`src/rtl/apb_vgachargen_bridge.sv`:
```
// APB3 slave giving the CPU port-A access to the text-mode char map,
// colour map and 128-bit glyph table; glyph writes are done as RMW.
// Ports: clk_i/arstn_i, APB3 slave (psel/penable/pwrite/paddr/pwdata,
// prdata/pready/pslverr), ch_map_*, col_map_*, ch_t_rw_* BRAM port A.
module apb_vgachargen_bridge #(
  parameter int ADDR_W    = 16,
  parameter int MAP_DEPTH = 2400,
  parameter int GLYPHS    = 128
) (
  input  logic                         clk_i,
  input  logic                         arstn_i,
  input  logic                         psel_i,
  input  logic                         penable_i,
  input  logic                         pwrite_i,
  input  logic [ADDR_W-1:0]            paddr_i,
  input  logic [31:0]                  pwdata_i,
  output logic [31:0]                  prdata_o,
  output logic                         pready_o,
  output logic                         pslverr_o,
  output logic [$clog2(MAP_DEPTH)-1:0] ch_map_addr_o,
  output logic [7:0]                   ch_map_data_o,
  input  logic [7:0]                   ch_map_data_i,
  output logic                         ch_map_wen_o,
  output logic [$clog2(MAP_DEPTH)-1:0] col_map_addr_o,
  output logic [7:0]                   col_map_data_o,
  input  logic [7:0]                   col_map_data_i,
  output logic                         col_map_wen_o,
  output logic [$clog2(GLYPHS)-1:0]    ch_t_rw_addr_o,
  output logic [127:0]                 ch_t_rw_data_o,
  input  logic [127:0]                 ch_t_rw_data_i,
  output logic                         ch_t_rw_wen_o
);

  localparam int MAP_AW = $clog2(MAP_DEPTH);
  localparam int GLY_AW = $clog2(GLYPHS);
  localparam logic [12:0] MAP_LIM = 13'(MAP_DEPTH);
  localparam logic [10:0] GLY_LIM = 11'(GLYPHS);

  typedef enum logic [2:0] {
    IDLE, MWR, RADDR, RWAIT, RESP, GWR, ERR
  } state_t;

  typedef enum logic [1:0] {
    T_CH, T_COL, T_GLY, T_NONE
  } tgt_t;

  state_t       state_q;
  state_t       state_d;
  tgt_t         tgt_d;
  tgt_t         tgt_q;
  logic         wr_q;
  logic [1:0]   word_q;
  logic [31:0]  wdata_q;
  logic         setup;
  logic         accept;
  logic [1:0]   region;
  logic [11:0]  idx;
  logic         addr_ok;
  logic         pready_d;
  logic         pslverr_d;
  logic         ch_wen_d;
  logic         col_wen_d;
  logic         gly_wen_d;
  logic [31:0]  rd_word;
  logic [127:0] merged;
  logic         unused;

  assign setup  = psel_i & ~penable_i;
  assign accept = (state_q == IDLE) & setup;
  assign region = paddr_i[15:14];
  assign idx    = paddr_i[13:2];
  assign unused = ^paddr_i[1:0];

  // The glyph check uses the full word index so that
  // high idx bits never alias onto a valid glyph.
  always_comb begin
    tgt_d   = T_NONE;
    addr_ok = 1'b0;
    unique case (1'b1)
      region == 2'd0: begin
        tgt_d   = T_CH;
        addr_ok = {1'b0, idx} < MAP_LIM;
      end
      region == 2'd1: begin
        tgt_d   = T_COL;
        addr_ok = {1'b0, idx} < MAP_LIM;
      end
      region == 2'd2: begin
        tgt_d   = T_GLY;
        addr_ok = {1'b0, idx[11:2]} < GLY_LIM;
      end
      default: ;
    endcase
  end

  always_comb begin
    rd_word = 32'd0;
    merged  = ch_t_rw_data_i;
    unique case (tgt_q)
      T_CH:    rd_word = {24'd0, ch_map_data_i};
      T_COL:   rd_word = {24'd0, col_map_data_i};
      T_GLY:   rd_word = ch_t_rw_data_i[32*word_q +: 32];
      default: ;
    endcase
    merged[32*word_q +: 32] = wdata_q;
  end

  always_comb begin
    state_d   = state_q;
    pready_d  = 1'b0;
    pslverr_d = 1'b0;
    ch_wen_d  = 1'b0;
    col_wen_d = 1'b0;
    gly_wen_d = 1'b0;
    unique case (state_q)
      IDLE: begin
        if (setup) begin
          if (!addr_ok) begin
            state_d   = ERR;
            pready_d  = 1'b1;
            pslverr_d = 1'b1;
          end else if (pwrite_i && tgt_d != T_GLY) begin
            state_d   = MWR;
            pready_d  = 1'b1;
            ch_wen_d  = (tgt_d == T_CH);
            col_wen_d = (tgt_d == T_COL);
          end else begin
            state_d = RADDR;
          end
        end
      end
      RADDR: state_d = RWAIT;
      RWAIT: begin
        pready_d = 1'b1;
        if (wr_q) begin
          state_d   = GWR;
          gly_wen_d = 1'b1;
        end else begin
          state_d = RESP;
        end
      end
      MWR, RESP, GWR, ERR: state_d = IDLE;
      default: state_d = IDLE;
    endcase
  end

  always_ff @(posedge clk_i or negedge arstn_i) begin
    if (!arstn_i) begin
      state_q       <= IDLE;
      pready_o      <= 1'b0;
      pslverr_o     <= 1'b0;
      ch_map_wen_o  <= 1'b0;
      col_map_wen_o <= 1'b0;
      ch_t_rw_wen_o <= 1'b0;
    end else begin
      state_q       <= state_d;
      pready_o      <= pready_d;
      pslverr_o     <= pslverr_d;
      ch_map_wen_o  <= ch_wen_d;
      col_map_wen_o <= col_wen_d;
      ch_t_rw_wen_o <= gly_wen_d;
    end
  end

  always_ff @(posedge clk_i or negedge arstn_i) begin
    if (!arstn_i) begin
      tgt_q          <= T_NONE;
      wr_q           <= 1'b0;
      word_q         <= 2'd0;
      wdata_q        <= 32'd0;
      prdata_o       <= 32'd0;
      ch_map_addr_o  <= '0;
      ch_map_data_o  <= 8'd0;
      col_map_addr_o <= '0;
      col_map_data_o <= 8'd0;
      ch_t_rw_addr_o <= '0;
      ch_t_rw_data_o <= 128'd0;
    end else begin
      if (accept) begin
        tgt_q   <= tgt_d;
        wr_q    <= pwrite_i;
        word_q  <= idx[1:0];
        wdata_q <= pwdata_i;
        if (!addr_ok) begin
          prdata_o <= 32'd0;
        end else begin
          unique case (tgt_d)
            T_CH: begin
              ch_map_addr_o <= idx[MAP_AW-1:0];
              if (pwrite_i) ch_map_data_o <= pwdata_i[7:0];
            end
            T_COL: begin
              col_map_addr_o <= idx[MAP_AW-1:0];
              if (pwrite_i) col_map_data_o <= pwdata_i[7:0];
            end
            T_GLY: ch_t_rw_addr_o <= idx[GLY_AW+1:2];
            default: ;
          endcase
        end
      end
      if (state_q == RWAIT) begin
        if (wr_q) ch_t_rw_data_o <= merged;
        else      prdata_o       <= rd_word;
      end
    end
  end

endmodule

```
`config.mk`:
```
export PLATFORM = sky130hd
export DESIGN_NAME = apb_vgachargen_bridge
export DESIGN_NICKNAME = d
export VERILOG_FILES = /design/src/rtl/apb_vgachargen_bridge.sv
export SDC_FILE = /design/constraint.sdc
export NUM_CORES = 1
export LEC_CHECK = 0
export CAP_MARGIN = 40
export CORE_AREA = 2 2 172 174
export DETAILED_ROUTE_END_ITERATION = 16
export DIE_AREA = 0 0 174 176
export GPL_TIMING_DRIVEN = 1
export PLACE_DENSITY = 0.73
export SETUP_SLACK_MARGIN = 0.05
export SYNTH_ARGS = -nofsm -noshare
export SYNTH_HDL_FRONTEND = slang
export SYNTH_SLANG_ARGS = --single-unit
```
`constraint.sdc`:
```
create_clock -name clk_i -period 3.4 [get_ports clk_i]
set_clock_uncertainty 0.2 [all_clocks]
set_input_delay 0.85 -clock clk_i [delete_from_list [all_inputs] [get_ports clk_i]]
set_output_delay 0.85 -clock clk_i [all_outputs]
set_load 0.005 [all_outputs]
```
==> out/qor.csv <==
metric;value;unit
cts_tree;yes;
place_area;0.0163;mm^2
ys.flop_type;dfrtp_1;
timing.slew.headroom;58.8;%
drive_gt1_share;11.8;%
dp_hpwl;28.8;mm
combPwrFrac;43.0;%
viasPerCell;5.37;
min_period_over_period;84.6;%
r2r_start;word_q[0];
min_path_type;input pin to async pin;
fin_nets;1729;
final_area;0.0172;mm^2
critical_path_class;register to register;
critPathMaxFanout;32;
hold_buffers;0;
post-route-min-period;2.88;ns
final_hold_viol_count;0;
status;finished clean;
swShare;34.4;%
antenna_found_initial;5;
ys_ff_latch;252;
drc;0;
grt_pass1_wl;63.7;mm
ant_nets;0;
synth_cell_types;38;
grt-ovfl-total;0;
portBuffers;406;
row_count;62;
core-area;0.0285;mm^2
dieWidth;174;um
cp-end-kind;register;
mostFrequentLayoutCells;405 x clkdlybuf4s50_1, 248 x dfrtp_1, 238 x nand2_1;
cts_buffer_depth;3;
synthCells;1137;
cts_buffers;28;
synth_nets;1339;
drt-pass1-iter-count;5;
ctsResizeCount;0;
netlist_top_cells_area;dfrtp_1 54%, nand2_1 7.7%, nor2b_1 6.9%, mux4_2 6.2%, o21ai_0 5.8%;
ys_warn_count;0;
worst_slack;0.522;ns
rsz0062_at_grt;no;
totalNegativeSetupSlack;0;ns
power_switching;5.13;mW
wl_per_cell;21.7;um
ir_drop;0.000450;V
final_core_util;60.4;%
fmax;347;MHz
place_congestion;0.840;
synth_top_area_share;53.7;%
setup.worst_path.start;word_q[0];
yosysSeqAreaShare;54.1;%
maxCapViolCount;0;
p_leak;7.55;nW
startpoint_type;register;
synth-async-reset-ratio;100;%
max_slew.worst_pin.slew;0.612;ns
p_clk_share;20.3;%
required;3.65;ns
htreeDepth;1;
setup_viol_count_final;0;
synth_edf_count;0;
dieArea;0.0306;mm^2
clk_latency;0.54;ns
cp.arrival;3.13;ns
final_common_cell;clkdlybuf4s50_1;
place_ws;0.0445;ns
clock_sinks;252;
cts_setup_buffers;0;
detailroute.via_count;10400;
grt_pass1_vias;10800;
syn-cell-area;0.0117;mm^2
die_y;176;um
clockRootBuffer;clkbuf_16;
grt_max_degree;108;
drv_slew;0;
io_pins;409;
avgSynthCellArea;10.3;um^2
hold_ws;0.0822;ns
start_util;40.8;%
synth_area_leader_cell;dfrtp_1;
seq_power_share;36.7;%
grt_use_total;27.0;%
p_per_area;864;mW/mm^2
drt_iter0_drc;813;
path_clk_slew;0.06;ns
routed_wl;42.0;mm
p_int;9.77;mW
syn2layout_area_growth;47.8;%
## power by group through the flow
stage | Combinational, mW | Sequential (mW) | Clock, mW
floorplan | 2.58 | 5.30 | 0
global placement | 6.31 | 5.44 | 0
detailed placement | 6.41 | 5.49 | 0
CTS | 6.44 | 5.46 | 3.09
global route | 6.92 | 5.66 | 3.21
finish | 6.40 | 5.46 | 3.03
## per-stage QoR
| stage | power [mW] | cells |
|---|---|---|
| floorplan | 7.89 | 1137 |
| global placement | 11.7 | 1881 |
| detailed placement | 11.9 | 1881 |
| CTS | 15.0 | 1931 |
| global route | 15.8 | 1932 |
| finish | 14.9 | 1933 |
## critical path: stages (launching register included)
cell and delay, ns:
dfrtp_4 0.72, inv_1 0.26, ha_2 0.45, nand2_1 0.09
nor3_2 0.12, buf_4 0.51, a21oi_1 0.21, o21ai_0 0.21
## registers in the layout, summed over array words and instances, names as in the netlist
name and flops:
word_q 2, ch_map_wen_o 1, ch_map_data_o 8, col_map_data_o 8, ch_t_rw_data_o 128, wr_q 1
ch_t_rw_wen_o 1, tgt_q 2, state_q 3, wdata_q 32, ch_t_rw_addr_o 7, pslverr_o 1
col_map_wen_o 1, ch_map_addr_o 12, prdata_o 32, col_map_addr_o 12, pready_o 1
## cells by family after synthesis
group                    count (synthesis)  share of synthesized area, %
AND/OR/NAND/NOR                        401                          16.5
buffers and inverters                   88                          2.91
flip-flops                             252                          54.1
adder cells (fa/ha/maj)                  5                         0.537
AO/OA/AOI/OAI                          304                          14.3
multiplexers                            87                          11.6
## metal layers
layer	vias up	share of wire [%]	track usage [%]	wire length, um
li1	4707	-	-	-
met1	5055	39	33.5	16600
met2	523	48	45.8	20100
met3	101	9.2	7.21	3860
met4	2	3.4	9.42	1440
met5	-	0.038	0	16
## final timing paths
path	end	slack, ns	depth (start not counted)
max reg2reg	ch_t_rw_data_o[84]	0.52	7
min in group clk_i	ch_t_rw_data_o[4]	0.28	2
min reg2reg	ch_t_rw_data_o[4]	0.28	2
max	ch_t_rw_data_o[84]	0.52	7
max in group asynchronous	tgt_q[1]	2.16	2
min	ch_t_rw_data_o[57]	0.08	1
## cell usage after synthesis, drive strengths merged, types with 2 or more instances
library cell	count
a21oi	131
a221o	8
a22o	24
buf	10
clkbuf	73
dfrtp	250
dfstp	2
ha	5
inv	5
mux2	47
mux2i	8
mux4	32
nand2	239
nand2b	2
nand4	2
nor2	3
nor2b	129
nor3	12
nor4	4
o21a	2
o21ai	135
or4	3
## cell type report
cell class,instances,area (um^2)
Clock buffer,41,851
Clock inverter,9,70.1
Multi-Input combinational cell,797,5090
Tap cell,384,480
Timing Repair Buffer,443,4410
Fill cell,2433,11300
Inverter,5,18.8
Sequential cell,252,6310
Antenna cell,2,5.00
(Power assumes the default switching activity.)
